## src/rtl/cpu_pkg.sv

```systemverilog
// Shared types for the execute-stage condition unit: condition codes, flag indices
// and the registered E-stage control word.
package cpu_pkg;

    typedef enum logic [3:0] {
        COND_EQ = 4'b0000,
        COND_NE = 4'b0001,
        COND_CS = 4'b0010,
        COND_CC = 4'b0011,
        COND_MI = 4'b0100,
        COND_PL = 4'b0101,
        COND_VS = 4'b0110,
        COND_VC = 4'b0111,
        COND_HI = 4'b1000,
        COND_LS = 4'b1001,
        COND_GE = 4'b1010,
        COND_LT = 4'b1011,
        COND_GT = 4'b1100,
        COND_LE = 4'b1101,
        COND_AL = 4'b1110,
        COND_NV = 4'b1111
    } cond_e;

    localparam int FLAG_N = 3;
    localparam int FLAG_Z = 2;
    localparam int FLAG_C = 1;
    localparam int FLAG_V = 0;

    // flagw[1] enables the N,Z pair; flagw[0] enables the C,V pair.
    typedef struct packed {
        logic       valid;
        cond_e      cond;
        logic       pcs;
        logic       regw;
        logic       memw;
        logic       memtoreg;
        logic       alusrc;
        logic [1:0] flagw;
    } e_ctrl_t;

    localparam e_ctrl_t E_BUBBLE = '{
        valid:    1'b0,
        cond:     COND_AL,
        pcs:      1'b0,
        regw:     1'b0,
        memw:     1'b0,
        memtoreg: 1'b0,
        alusrc:   1'b0,
        flagw:    2'b00
    };

endpackage

```

## src/rtl/cond_exec_stage_cond_check.sv

```systemverilog
// Combinational condition-code evaluator: decides whether an instruction's
// 4-bit condition field passes against the current NZCV flags.
module cond_check
    import cpu_pkg::*;
(
    input  logic [3:0] cond,
    input  logic [3:0] flags,
    output logic       pass
);

    logic n, z, c, v;

    assign n = flags[FLAG_N];
    assign z = flags[FLAG_Z];
    assign c = flags[FLAG_C];
    assign v = flags[FLAG_V];

    always_comb begin
        pass = 1'b0;
        case (cond_e'(cond))
            COND_EQ: pass = z;
            COND_NE: pass = ~z;
            COND_CS: pass = c;
            COND_CC: pass = ~c;
            COND_MI: pass = n;
            COND_PL: pass = ~n;
            COND_VS: pass = v;
            COND_VC: pass = ~v;
            COND_HI: pass = c & ~z;
            COND_LS: pass = ~c | z;
            COND_GE: pass = (n == v);
            COND_LT: pass = (n != v);
            COND_GT: pass = ~z & (n == v);
            COND_LE: pass = z | (n != v);
            COND_AL: pass = 1'b1;
            // NV is reserved and never executes.
            default: pass = 1'b0;
        endcase
    end

endmodule

```

## src/rtl/cond_exec_stage.sv

```systemverilog
// Execute-stage condition unit: registers the decoded control word, holds NZCV,
// and gates architectural side effects by the evaluated condition.
module cond_exec_stage
    import cpu_pkg::*;
#(
    parameter logic [3:0] RESET_FLAGS = 4'b0000,
    parameter int         ALUCTL_W    = 4
) (
    input  logic                clk,
    input  logic                reset,
    input  logic                stall_e,
    input  logic                flush_e,
    input  logic                valid_d,
    input  logic [3:0]          cond_d,
    input  logic                pcs_d,
    input  logic                regw_d,
    input  logic                memw_d,
    input  logic                memtoreg_d,
    input  logic                alusrc_d,
    input  logic [1:0]          flagw_d,
    input  logic [ALUCTL_W-1:0] aluctl_d,
    input  logic [3:0]          alu_flags_e,
    output logic                pcsrc_e,
    output logic                regwrite_e,
    output logic                memwrite_e,
    output logic                memtoreg_e,
    output logic                alusrc_e,
    output logic [ALUCTL_W-1:0] aluctl_e,
    output logic                cond_ex_e,
    output logic [3:0]          flags_q
);

    e_ctrl_t             e_ctrl_d, e_ctrl_q;
    logic [ALUCTL_W-1:0] aluctl_d_nxt, aluctl_q;
    logic [3:0]          flags_d;
    logic                cond_pass;

    // Flush wins over stall so a flushed slot never lingers as a held instruction.
    always_comb begin
        e_ctrl_d     = e_ctrl_q;
        aluctl_d_nxt = aluctl_q;
        if (flush_e) begin
            e_ctrl_d     = E_BUBBLE;
            aluctl_d_nxt = '0;
        end else if (!stall_e) begin
            e_ctrl_d.valid    = valid_d;
            e_ctrl_d.cond     = cond_e'(cond_d);
            e_ctrl_d.pcs      = pcs_d;
            e_ctrl_d.regw     = regw_d;
            e_ctrl_d.memw     = memw_d;
            e_ctrl_d.memtoreg = memtoreg_d;
            e_ctrl_d.alusrc   = alusrc_d;
            e_ctrl_d.flagw    = flagw_d;
            aluctl_d_nxt      = aluctl_d;
        end
    end

    cond_check u_cond_check (
        .cond  (e_ctrl_q.cond),
        .flags (flags_q),
        .pass  (cond_pass)
    );

    // Gated by stall so a held instruction commits only on the cycle it leaves E.
    assign cond_ex_e  = cond_pass & e_ctrl_q.valid & ~stall_e;
    assign pcsrc_e    = e_ctrl_q.pcs  & cond_ex_e;
    assign regwrite_e = e_ctrl_q.regw & cond_ex_e;
    assign memwrite_e = e_ctrl_q.memw & cond_ex_e;
    assign memtoreg_e = e_ctrl_q.memtoreg;
    assign alusrc_e   = e_ctrl_q.alusrc;
    assign aluctl_e   = aluctl_q;

    always_comb begin
        flags_d = flags_q;
        if (cond_ex_e) begin
            if (e_ctrl_q.flagw[1]) begin
                flags_d[FLAG_N] = alu_flags_e[FLAG_N];
                flags_d[FLAG_Z] = alu_flags_e[FLAG_Z];
            end
            if (e_ctrl_q.flagw[0]) begin
                flags_d[FLAG_C] = alu_flags_e[FLAG_C];
                flags_d[FLAG_V] = alu_flags_e[FLAG_V];
            end
        end
    end

    always_ff @(posedge clk) begin
        if (reset) begin
            e_ctrl_q <= E_BUBBLE;
            aluctl_q <= '0;
            flags_q  <= RESET_FLAGS;
        end else begin
            e_ctrl_q <= e_ctrl_d;
            aluctl_q <= aluctl_d_nxt;
            flags_q  <= flags_d;
        end
    end

endmodule

```

## config.mk

```make
export PLATFORM = sky130hd
export DESIGN_NAME = cond_exec_stage
export DESIGN_NICKNAME = d
export VERILOG_FILES = /design/src/rtl/cpu_pkg.sv /design/src/rtl/cond_exec_stage_cond_check.sv /design/src/rtl/cond_exec_stage.sv
export SDC_FILE = /design/constraint.sdc
export NUM_CORES = 1
export LEC_CHECK = 0
export BUFFER_PORTS_ARGS = -buffer_cell sky130_fd_sc_hd__clkbuf_2
export CAP_MARGIN = 10
export CELL_PAD_IN_SITES_DETAIL_PLACEMENT = 1
export CELL_PAD_IN_SITES_GLOBAL_PLACEMENT = 2
export CORE_MARGIN = 2
export CORE_UTILIZATION = 28
export DETAILED_ROUTE_END_ITERATION = 16
export GPL_ROUTABILITY_DRIVEN = 0
export PLACE_DENSITY_LB_ADDON = 0.1
export REMOVE_ABC_BUFFERS = 1
export SLEW_MARGIN = 0
export SYNTH_ARGS = -nofsm -noshare
export SYNTH_HDL_FRONTEND = slang
export SYNTH_SLANG_ARGS = --single-unit
```

## constraint.sdc

```tcl
create_clock -name clk -period 1.8 [get_ports clk]
set_input_delay 0.18 -clock clk [delete_from_list [all_inputs] [get_ports clk]]
set_output_delay 0.18 -clock clk [all_outputs]
set_load 0.05 [all_outputs]
```

======== Word level (Yosys, flattened, before mapping) ========
Index checks and enable logic that the tools add are counted.
storage, ports and cells
  logic and storage cells ................. 46
  flip-flop bits (word level) ............. 20
  input port bits ......................... 24
operators by class
  reductions and logical operators ........ 4
  muxes and demuxes ....................... 1
  bitwise operators ....................... 14
  equality and inequality tests ........... 16
operator list
  kind                                                                    number
  4-bit equality test (second input constant)                             7
  4-bit by 3-bit equality test with 1-bit output (second input constant)  4
  1-bit one-hot mux with 15 select lines                                  1
  4-bit by 2-bit equality test with 1-bit output (second input constant)  2
  1-bit AND                                                               7
  1-bit inverter                                                          5
  4-bit by 1-bit equality test with 1-bit output (second input constant)  1
  4-bit zero test                                                         1
  2-bit AND reduction                                                     2
  1-bit bitwise OR                                                        2
  2-bit OR reduction                                                      1
  1-bit equality test                                                     1
  1-bit inequality test                                                   1

======== Logic depth before layout (Yosys ltp) ========
  word-level depth ........................ 6
  gate-level depth with buffers ........... 6
  mapped depth without buffers ............ 5

======== Cells and area by module ========
A second synthesis with hierarchy kept.
second synthesis, totals
  cell total of the unflattened synthesis .. 104
  area total of the unflattened synthesis .. 1037.2 µm²
by module, submodules not included
  module           sequential area each (µm²)  cells each  area each (µm²)  instances
  cond_exec_stage  400.4                       76          843.3            1
  cond_check       0.0                         28          193.9            1

======== Worst setup path before layout ========
Ideal clock, no wire load.
  kind .................................... reg2out
  from .................................... register flags_q[3]
  to ...................................... output port memwrite_e
  slack ................................... -0.782 ns
  path buffers ............................ 0
  stages on the path, launching flop included .. 6
  data arrival time ....................... 2.402 ns
  cells stage by stage .................... dfxtp_1 -> xnor2_1 -> mux2i_1 -> a311oi_2 -> o31a_1 -> and2_1
on the way
  cells in the longest elaborated chain, start to end .. 6
  elaborated cells between the ends (all ways) .. 9
  classes of those cells .................. eq/ne: 2; mux: 1; bitwise: 6
ends and longest elaborated chain
  element                                                              RTL line                                                            RTL
  from (decl)                                                          cond_exec_stage.sv:30                                               output logic [3:0] flags_q
  from (signal assigned)                                               cond_exec_stage.sv:95                                               flags_q <= flags_d;
  1-bit inequality test / 1-bit equality test (equally long branches)  n/a
  1-bit bitwise OR / 1-bit AND (equally long branches)                 cond_exec_stage_cond_check.sv:34, cond_exec_stage_cond_check.sv:33
  1-bit one-hot mux with 15 select lines (*)                           cond_exec_stage_cond_check.sv:20                                    case (cond_e'(cond))
  1-bit AND (*) (2 in series)                                          cond_exec_stage.sv:65                                               assign cond_ex_e = cond_pass & e_ctrl_q.valid & ~stall_e;
  named net cond_ex_e                                                  cond_exec_stage.sv:29                                               output logic cond_ex_e,
  1-bit AND (*)                                                        cond_exec_stage.sv:68                                               assign memwrite_e = e_ctrl_q.memw & cond_ex_e;
  to (decl)                                                            cond_exec_stage.sv:25                                               output logic memwrite_e,
The timed path passes the listed nets; every way through them passes the cells marked *.

======== Worst setup path after layout ========
  from .................................... register flags_q[0]
  to ...................................... output port pcsrc_e
on the way
  cells in the longest elaborated chain, start to end .. 6
  elaborated cells between the ends (all ways) .. 9
  classes of those cells .................. eq/ne: 2; mux: 1; bitwise: 6
ends and longest elaborated chain
  element                                                              RTL line                                                            RTL
  1-bit inequality test / 1-bit equality test (equally long branches)  n/a
  1-bit bitwise OR / 1-bit AND (equally long branches)                 cond_exec_stage_cond_check.sv:34, cond_exec_stage_cond_check.sv:33
  1-bit one-hot mux with 15 select lines (*)                           cond_exec_stage_cond_check.sv:20
  1-bit AND (*) (2 in series)                                          cond_exec_stage.sv:65
  1-bit AND (*)                                                        cond_exec_stage.sv:66                                               assign pcsrc_e = e_ctrl_q.pcs & cond_ex_e;
  to (decl)                                                            cond_exec_stage.sv:23                                               output logic pcsrc_e,
Mark *: on every way between the ends. The rest lies on a longest branch, timed or not.

==> metrics.txt <==
# rows=22; Chip Height=about 65 um; Max Fclk=between 400 and 500 MHz; initial antenna violation count=0; CTS tree=yes; Starting DRT DRC Count=34; Skew-Pair Late Insertion Delay=between 0.2 and 0.3 ns; total power=about 0.00096 W; clock transition at the registers of the reported paths=~0.080 ns; Inserted Clock Buffers=3; Port Buf Inserts=37; area of the multi-input gates=653 sq um; die area=between 0.004 and 0.005 sq mm; clk buf depth=2; Worst EP required=1.62 ns; Cell Int Power=around 0.00071 W; max_cap viols=0; Final WS setup=-0.215 ns; TritonCTS Sinks=20; crit path launch=flags_q[0]; worst path arrival time=roughly 1.8 ns; via count=973; first-pass detailed-route iteration total=3; Post-Synth Adder-Cell Area=0%; power share of the combinational group=about 15%; Distinct cells, synth=32; mux share of post-synthesis cell area=about 22%; sw frac=between 20% and 30%; Die X=approximately 65 um; root buffer cell=clkbuf_8; synthesized area per cell=9.69 sq um; net switching power figure=approximately 0.00024 W; Worst setup EP type=output pin; Slew headroom=around four fifths; I/O Pins=38; Crit Path Max Fanout=4; R2R Path Start=flags_q[2]; hold crit path type=input port to register; Antenna Violating Nets Remaining=0; status=finished with violations; pre-CTS setup slack=-0.158 ns; clock share of power=between 30% and 40%; clock skew=0.00307 ns; Synth Area in Compound Gates=11.5%; synthesized flop and latch total=20; Slew Viols, Final=0; H-Tree Depth=1; RSZ-0062 raised after global routing=true; endpoints failing hold=0; Startpoint Class=register; Starting Density=28.8%; Post-Layout Cell Count=approximately 210; Final Net Count=~190; maximum VDD drop=about 0.00034 V; post-synthesis sequential area ratio=a little under two fifths; PwrDens=just over 600 mW/mm^2; Setup-failing EPs final=4; Yosys Warn Count=0; Sequential Power Share=a little under half; WL/cell=~14 um; P_leak=around 0.76 nW; gr ovfl total=0; via/cell ratio=about 4.7; post-synthesis instance total=108; Layout area overhead=48.8%; largest family of logic cells by synthesized area=multiplexers; post-layout min period=~2 ns; first-pass GRT wire length=4800 um; Final HPWL DP=2170 um; sequential cell area=around 420 sq um; hold_buf cts=0; xor-xnor portion of the synthesized cell area=between 1.5 and 2%; Slew @ Worst Pin=just under 0.3 ns; failing checks=negative setup slack; Routed WL=roughly 2800 um; layout cell share with drive strength beyond 1=about half; Post-Synth Simple-Gate Area=between 20% and 30%; # DRC=0; fillers=around 450; min-delay src=cond_d[3]; GRT Util Overall=approximately 15%; antenna diode count=0; Placed Cells=around 200; vias in the first global route=~1100; Setup CP Type=register to output pin; pin count of the biggest net entering global routing=17; period utilization=112%; Post-Syn Area=between 0.001 and 0.0015 sq mm; core area=around 0.0036 sq mm
-- cells in the final DEF (no fill, tap or decap), types with 4 or more instances in the layout --
| cell | instances |
|---|---|
| mux2i_1 | 23 |
| nor2_1 | 15 |
| nand2_1 | 5 |
| dfxtp_1 | 13 |
| clkbuf_2 | 33 |
| buf_4 | 19 |
| clkbuf_8 | 4 |
| nand2b_1 | 7 |
| dfxtp_4 | 6 |
-- power by group through the flow --
stage               combinational, W  clock [W]  sequential (W)
finish                      0.000143   0.000354        0.000460
global route                0.000157   0.000387        0.000462
CTS                         0.000143   0.000372        0.000462
detailed placement          0.000139          0        0.000476
global placement            0.000135          0        0.000475
floorplan                  0.0000542          0        0.000490
-- synth_stat cells, drive strengths merged --
cell type / n / share of area [%]
mux2i: 23 / 22
dfxtp: 20 / 38
nor2: 15 / 5.4
nand2b: 7 / 4.2
nand2: 5 / 1.8
buf: 4 / 3.1
clkbuf: 4 / 1.6
and2: 3 / 1.8
a21oi: 2 / 0.96
and4bb: 2 / 2.4
o21ai: 2 / 0.96
o311ai: 2 / 3.1
o31a: 2 / 1.7
or2b: 2 / 1.4
a211oi: 1 / 1.2
a311oi: 1 / 1.4
a31oi: 1 / 0.60
and3: 1 / 0.60
and3b: 1 / 0.84
inv: 1 / 0.36
nand3: 1 / 0.48
nand3b: 1 / 0.72
nand4: 1 / 0.60
nor3b: 1 / 0.72
o211a: 1 / 0.96
o22ai: 1 / 0.60
or2: 1 / 0.60
xnor2: 1 / 0.84
xor2: 1 / 0.84
-- area by class of cell --
| type | instances | share of cell area [%] |
|---|---|---|
| multi-input cells | 79 | 42.0 |
| flip-flops and latches | 20 | 27.3 |
| repair buffers | 56 | 23.2 |
| well taps | 48 | 3.86 |
| clock buffers | 4 | 3.54 |
| inverters | 1 | 0.241 |
-- worst paths after layout --
| kind | end | slack [ns] | cells after the start |
|---|---|---|---|
| min | e_ctrl_q[10] | 0.13 | 3 |
| max | pcsrc_e | -0.22 | 6 |
| min reg2reg | aluctl_e[0] | 0.50 | 2 |
| max reg2reg | flags_q[2] | 0.14 | 7 |
-- sequential cells by signal, indices dropped and copies added, names as in the netlist --
| name | flops |
|---|---|
| memtoreg_e | 1 |
| alusrc_e | 1 |
| flags_q | 4 |
| e_ctrl_q | 10 |
| aluctl_e | 4 |
-- what timing repair did --
item	in CTS	in global routing
buffers inserted	0	1
resized for setup	21	12
pin swaps	6	5
endpoints found under the setup margin	8	8
endpoints found under the hold margin	0	0
-- worst max-delay path, stage by stage (launching register included) --
cell and delay (ns):
dfxtp_4 0.38, xnor2_4 0.17, mux2i_1 0.23, a311oi_2 0.13, o31a_1 0.36, and2_4 0.16
buf_8 0.14
-- per-stage QoR --
stage,hold WS (ns),setup TNS (ns),cell area (sq um),utilization (%)
after floorplan,0.289,-3.01,997,-
after global placement,0.392,-0.487,1390,38.1
after detailed placement,0.408,-0.663,1390,38.1
after CTS,0.130,-0.787,1510,41.6
after global routing,0.136,-1.23,1560,42.8
final,0.133,-0.775,1560,42.8
-- logic make-up (layout without fill, tap and decap cells) --
group | Yosys count | count (layout)
AOI/OAI and AO/OA | 13 | 13
buffers and inverters | 9 | 61
muxes | 23 | 23
xor gates and xnor gates | 2 | 2
DFF | 20 | 20
and+or+nand+nor | 41 | 41
-- per-layer routing --
metal / track usage (%) / part of all wire, %
met1: 16.7 / 41
met2: 28.6 / 54
met3: 2.91 / 3.9
met4: 4.69 / 1.4
met5: 0 / 0
Power figures use the tool's default switching activity.
